### src/rtl/hazard_scoreboard_pkg.sv
// hazard_scoreboard_pkg: shared forwarding encodings, slot hit indices and helpers
package hazard_scoreboard_pkg;
  localparam int NUM_SLOTS = 3;
  typedef enum logic [1:0] {
    FWD_NONE    = 2'b00,
    FWD_EXE_MEM = 2'b01,
    FWD_MEM_WB  = 2'b10
  } fwd_sel_e;
  typedef enum logic [1:0] {
    HIT_NONE = 2'd0,
    HIT_S1   = 2'd1,
    HIT_S2   = 2'd2,
    HIT_S3   = 2'd3
  } hit_e;
  function automatic fwd_sel_e hit_to_fwd(input hit_e h);
    return h == HIT_S1 ? FWD_EXE_MEM : h == HIT_S2 ? FWD_MEM_WB : FWD_NONE;
  endfunction
endpackage

### src/rtl/hazard_match.sv
// hazard_match: compares one ID source register against the EXE/MEM/WB slots
module hazard_match
  import hazard_scoreboard_pkg::*;
#(
  parameter int REG_ADDR_W = 5
) (
  input  logic [REG_ADDR_W-1:0]                src,
  input  logic                                 use_src,
  input  logic [NUM_SLOTS-1:0]                 s_valid,
  input  logic [NUM_SLOTS-1:0]                 s_reg_write,
  input  logic [NUM_SLOTS-1:0]                 s_is_load,
  input  logic [NUM_SLOTS-1:0][REG_ADDR_W-1:0] s_rd,
  output hit_e                                 hit,
  output logic                                 hit_load
);
  logic [NUM_SLOTS-1:0] m;
  // per-slot match, register 0 never creates a dependency; youngest slot wins
  always_comb begin
    m = '0;
    for (int i = 0; i < NUM_SLOTS; i++)
      m[i] = use_src && src != '0 && s_valid[i] && s_reg_write[i] && s_rd[i] == src;
    hit      = m[0] ? HIT_S1 : m[1] ? HIT_S2 : m[2] ? HIT_S3 : HIT_NONE;
    hit_load = m[0] ? s_is_load[0] : m[1] ? s_is_load[1] : m[2] && s_is_load[2];
  end
endmodule

### src/rtl/hazard_scoreboard.sv
// hazard_scoreboard: RAW hazard detection, load-use stall, forwarding and flush control
module hazard_scoreboard
  import hazard_scoreboard_pkg::*;
#(
  parameter int REG_ADDR_W = 5,
  parameter bit FWD_EN     = 1'b1,
  parameter int LOAD_LAT   = 1,
  parameter int CNT_W      = 32
) (
  input  logic                  clk,
  input  logic                  arst_n,
  input  logic                  enable,
  input  logic                  id_valid,
  input  logic [REG_ADDR_W-1:0] id_rs,
  input  logic [REG_ADDR_W-1:0] id_rt,
  input  logic                  id_use_rs,
  input  logic                  id_use_rt,
  input  logic [REG_ADDR_W-1:0] id_rd,
  input  logic                  id_reg_write,
  input  logic                  id_mem_read,
  input  logic                  branch_taken,
  output logic                  stall,
  output logic                  flush_if_id,
  output logic                  flush_id_exe,
  output logic                  flush_exe_mem,
  output logic [1:0]            fwd_sel_a,
  output logic [1:0]            fwd_sel_b,
  output logic                  id_byp_a,
  output logic                  id_byp_b,
  output logic [CNT_W-1:0]      stall_cnt,
  output logic [CNT_W-1:0]      flush_cnt
);
  localparam logic [1:0] LOAD_WIN = 2'(LOAD_LAT);
  logic [NUM_SLOTS-1:0]                 valid_q, valid_d, rw_q, rw_d, ld_q, ld_d;
  logic [NUM_SLOTS-1:0][REG_ADDR_W-1:0] rd_q, rd_d;
  fwd_sel_e                             fwd_a_q, fwd_a_d, fwd_b_q, fwd_b_d;
  logic [CNT_W-1:0]                     stall_cnt_q, stall_cnt_d, flush_cnt_q, flush_cnt_d;
  hit_e                                 hit_a, hit_b;
  logic                                 load_a, load_b, hold_a, hold_b;

  hazard_match #(.REG_ADDR_W(REG_ADDR_W)) u_match_rs (
    .src(id_rs), .use_src(id_valid && id_use_rs), .s_valid(valid_q), .s_reg_write(rw_q),
    .s_is_load(ld_q), .s_rd(rd_q), .hit(hit_a), .hit_load(load_a)
  );
  hazard_match #(.REG_ADDR_W(REG_ADDR_W)) u_match_rt (
    .src(id_rt), .use_src(id_valid && id_use_rt), .s_valid(valid_q), .s_reg_write(rw_q),
    .s_is_load(ld_q), .s_rd(rd_q), .hit(hit_b), .hit_load(load_b)
  );

  // stall when a load result is not yet forwardable (or any dependency without forwarding); a taken branch overrides
  always_comb begin
    hold_a        = FWD_EN ? load_a && hit_a != HIT_NONE && hit_a <= LOAD_WIN : hit_a != HIT_NONE;
    hold_b        = FWD_EN ? load_b && hit_b != HIT_NONE && hit_b <= LOAD_WIN : hit_b != HIT_NONE;
    stall         = !branch_taken && (hold_a || hold_b);
    flush_if_id   = branch_taken;
    flush_id_exe  = branch_taken;
    flush_exe_mem = branch_taken;
    id_byp_a      = FWD_EN && hit_a == HIT_S3;
    id_byp_b      = FWD_EN && hit_b == HIT_S3;
  end

  // slot shift, registered forward selects and saturating counters; all hold while enable is low
  always_comb begin
    valid_d     = enable ? {valid_q[1], valid_q[0] && !branch_taken, id_valid && !stall && !branch_taken} : valid_q;
    rd_d        = enable ? {rd_q[1:0], id_rd} : rd_q;
    rw_d        = enable ? {rw_q[1:0], id_reg_write} : rw_q;
    ld_d        = enable ? {ld_q[1:0], id_mem_read} : ld_q;
    fwd_a_d     = !enable ? fwd_a_q : (stall || branch_taken || !FWD_EN) ? FWD_NONE : hit_to_fwd(hit_a);
    fwd_b_d     = !enable ? fwd_b_q : (stall || branch_taken || !FWD_EN) ? FWD_NONE : hit_to_fwd(hit_b);
    stall_cnt_d = (enable && stall && !(&stall_cnt_q)) ? stall_cnt_q + CNT_W'(1) : stall_cnt_q;
    flush_cnt_d = (enable && branch_taken && !(&flush_cnt_q)) ? flush_cnt_q + CNT_W'(1) : flush_cnt_q;
  end

  // state register with asynchronous clear
  always_ff @(posedge clk or negedge arst_n) begin
    if (!arst_n) begin
      valid_q     <= '0;
      rd_q        <= '0;
      rw_q        <= '0;
      ld_q        <= '0;
      fwd_a_q     <= FWD_NONE;
      fwd_b_q     <= FWD_NONE;
      stall_cnt_q <= '0;
      flush_cnt_q <= '0;
    end else begin
      valid_q     <= valid_d;
      rd_q        <= rd_d;
      rw_q        <= rw_d;
      ld_q        <= ld_d;
      fwd_a_q     <= fwd_a_d;
      fwd_b_q     <= fwd_b_d;
      stall_cnt_q <= stall_cnt_d;
      flush_cnt_q <= flush_cnt_d;
    end
  end

  assign fwd_sel_a = fwd_a_q;
  assign fwd_sel_b = fwd_b_q;
  assign stall_cnt = stall_cnt_q;
  assign flush_cnt = flush_cnt_q;
endmodule

### config.mk
export PLATFORM = sky130hd
export DESIGN_NAME = hazard_scoreboard
export DESIGN_NICKNAME = d
export VERILOG_FILES = /design/src/rtl/hazard_scoreboard_pkg.sv /design/src/rtl/hazard_match.sv /design/src/rtl/hazard_scoreboard.sv
export SDC_FILE = /design/constraint.sdc
export NUM_CORES = 1
export LEC_CHECK = 0
export CAP_MARGIN = 30
export CORE_UTILIZATION = 40
export CTS_CLUSTER_DIAMETER = 200
export DETAILED_ROUTE_END_ITERATION = 8
export GPL_ROUTABILITY_DRIVEN = 0
export GPL_TIMING_DRIVEN = 0
export PLACE_DENSITY_LB_ADDON = 0.3
export SETUP_SLACK_MARGIN = 0.5
export SYNTH_ARGS = -nofsm -noshare
export SYNTH_HDL_FRONTEND = slang
export SYNTH_SLANG_ARGS = --single-unit
export TNS_END_PERCENT = 30
### constraint.sdc
create_clock -name clk -period 4.9 [get_ports clk]
set_clock_uncertainty 0.2 [all_clocks]
set_input_delay 1.225 -clock clk [delete_from_list [all_inputs] [get_ports clk]]
set_output_delay 1.225 -clock clk [all_outputs]
set_load 0.05 [all_outputs]
==> summary.txt <==
Floorplan
  • Die Span Y: 108 um
  • Total I/O pin count: 98
  • Chip Width: 108 um
  • Die footprint: 11700 um2
  • FP Rows: 38
  • Initial core utilization: 0.413
  • Core ar.: between 10000 and 15000 um2

Place
  • Placed instance area: between 5000 and 6000 um2
  • DP HPWL: 7320 um
  • IO buf count: 96
  • Pre-CTS worst setup slack: -0.450 ns

Clock tree
  • Clk pin slew, worst setup/hold paths: 0.08 ns
  • Clock buffer depth: 2
  • CTS tree: built
  • TritonCTS buffer count: 9
  • Worst-Skew Late Latency: 0.36 ns
  • H-tree levels: 3
  • Clk sinks: 90
  • Root Driver: clkbuf_8

Timing
  • Final worst setup slack: 0.556 ns
  • Final setup violation count: 0
  • Fin crit period: 4.34 ns
  • Slew margin rel.: 0.631
  • Min Hold Slack: 0.288 ns
  • Least-Margin Pin Slew: 0.552 ns
  • Fin crit share: 0.887
  • Final Max Slew Viols: 0
  • Unrepaired setup endpoints after global routing: false
  • Hold Vio Cnt, Final: 0
  • F_max: 0.230 GHz

GRT
  • Vias in the first global route: 3371
  • Largest net degree at the start of global routing: 66
  • GRT Total Usage: 0.184
  • Initial antenna violation count: 0
  • Global-route wire length before repair: 16600 um
  • Grt ovf: 0
  • GR Util met2: 0.293
  • GRT met1 Usage: 0.240
  • Met3 Usage GRT: 0.0386
  • GR peak layer: met2

Synthesis
  • Synthesized instance count: a little over 400
  • Synth Net Count: 437
  • Post-synthesis cell area: 4490 um2
  • Async S/R FF share, synth: 1.00
  • Post-synth top area share: 0.501
  • Syn_area_per_cell: 10.9 um2
  • Synth top area cells: dfrtp_1, xor2_1, xnor2_1, mux2_2, nand4_1
  • Distinct cells, synth: 38
  • Synthesized flop and latch total: 90
  • Post-synth top flop: dfrtp_1
  • Seq/Total Area, Yosys: 0.501
  • Top cell type by total area after synthesis: dfrtp_1
  • Number of synthesized flops with an enable pin: 0
  • Ys Warns: 0

Pwr
  • Worst vdd ir: 0.278 mV
  • Seq pwr share: 0.512
  • P_sw: 0.000496 W
  • Power per cell area: 282 nW/um2
  • Internal power: 0.00117 W
  • Comb pwr share: 0.179
  • Leak: 2.57 nW
  • Total power: 0.00166 W
  • Clock share of power: 0.309
  • Switching Share: 0.298

Setup path
  • CP Launch Type: input pin
  • CP max FO: 4
  • Crit path kind: input pin to output port
  • Signal arrival time at the worst endpoint: just under 3 ns
  • CP Capture Type: output port
  • Worst EP required: around 3.5 ns

Finish
  • Antenna cells: 0
  • Commonest non-fill, non-tap cell in the layout: dfrtp_1
  • Final Cell Area: approximately 6000 um2
  • # nets final: about 550
  • Commonest cells after routing, fill and taps aside: dfrtp_1, clkdlybuf4s50_1, xor2_1, xnor2_1, nand2_1
  • Share of cells above drive strength 1: 0.122
  • Layout area overhead: 31.3%

Routing
  • Routed via count: 3400
  • First-pass DRT Iterations: 4
  • Antenna Violating Nets Remaining: 0
  • Drt initial violations: 102
  • Vias per std cell: around 5.1
  • Avg WL per Cell: 15.1 um
  • Drt drc: 0
  • Final WL: roughly 10000 um

Hold path
  • HP Class: flop to flop

Run status
  • Status: finished clean

Run
  • Max_cap viols: 0
## synthesized netlist by cell type (8+ instances only)
cell type / n
nand4_1: 27
and4_1: 8
xnor2_1: 37
inv_1: 10
dfrtp_1: 90
nand3_1: 21
and3_1: 11
nor2_1: 19
mux2_2: 20
nor3_1: 27
nand2_1: 29
xor2_1: 54
## logic make-up (layout without fill, tap and decap cells)
| family | count (synthesis) | count (layout) | share of synthesized area |
|---|---|---|---|
| DFF | 90 | 90 | 0.501 |
| and+or+nand+nor | 161 | 161 | 0.194 |
| adders and majority gates | 2 | 2 | 0.00557 |
| muxes | 22 | 22 | 0.0552 |
| xor gates and xnor gates | 91 | 91 | 0.177 |
| AOI/OAI and AO/OA | 19 | 19 | 0.0384 |
| buffers and inverters | 26 | 141 | 0.0281 |
## metrics by stage
| step | setup TNS [ns] | utilization | std cells |
|---|---|---|---|
| CTS | 0 | 0.541 | 665 |
| detailed placement | -1.04 | 0.520 | 648 |
| finish | 0 | 0.542 | 666 |
| floorplan | 0 | - | 411 |
| global placement | -88.12 | 0.517 | 647 |
| global route | 0 | 0.542 | 666 |
## cell type report
cell class,instances,area [um2]
buffer,16,88.8
clock buffer,10,138
clock inverter,6,66.3
fill,985,4990
inverter,10,37.5
multi-input combinational,295,2150
sequential,90,2250
tap,140,175
timing repair buffer,99,992
## worst max-delay path, cell delays in order
cell	delay (ns)
clkdlybuf4s15_1	0.25
or3_1	0.38
o311a_1	0.35
and4_4	0.17
buf_6	0.13
o21ai_4	0.16
nor2_1	0.08
buf_6	0.17
## timing repair
action	4_1_cts	5_1_grt
endpoints found under the hold margin	0	0
hold buffers	0	0
resized for setup	35	5
pin swaps	3	3
buffers inserted	1	1
endpoints found under the setup margin	3	2
## sequential cells by signal (all words and copies together) (netlist names)
name,cells
valid_q,3
rw_q,3
ld_q,1
rd_q,15
fwd_sel_b,2
stall_cnt,32
flush_cnt,32
fwd_sel_a,2
## power by group through the flow
stage          logic, W  clock network (W)  registers, W
2_1_floorplan  0.000111                  0      0.000931
3_3_place_gp   0.000291                  0      0.000863
3_5_place_dp   0.000298                  0      0.000865
4_1_cts        0.000300           0.000529      0.000852
5_1_grt        0.000319           0.000564      0.000862
6_report       0.000298           0.000513      0.000852
## path summary, 6_finish.rpt
kind	from	slack, ns	to	depth (start not counted)
max	id_rt[1]	0.56	stall	8
min	fwd_sel_b[1]$_DFFE_PN0P_	0.29	fwd_sel_b[1]$_DFFE_PN0P_	1
max reg2reg	flush_cnt[15]$_DFFE_PN0P_	2.48	flush_cnt[1]$_DFFE_PN0P_	6
min reg2reg	fwd_sel_b[1]$_DFFE_PN0P_	0.29	fwd_sel_b[1]$_DFFE_PN0P_	1
max in group asynchronous	arst_n	3.31	flush_cnt[13]$_DFFE_PN0P_	2
min in group asynchronous	arst_n	0.57	stall_cnt[8]$_DFFE_PN0P_	1
## per-layer routing
layer  vias to the layer above  share of wire
met5                         -              0
met4                         0          0.017
met3                        12          0.036
met2                        73           0.47
met1                      1652           0.47
li1                       1663              -
Power figures use the tool's default switching activity.
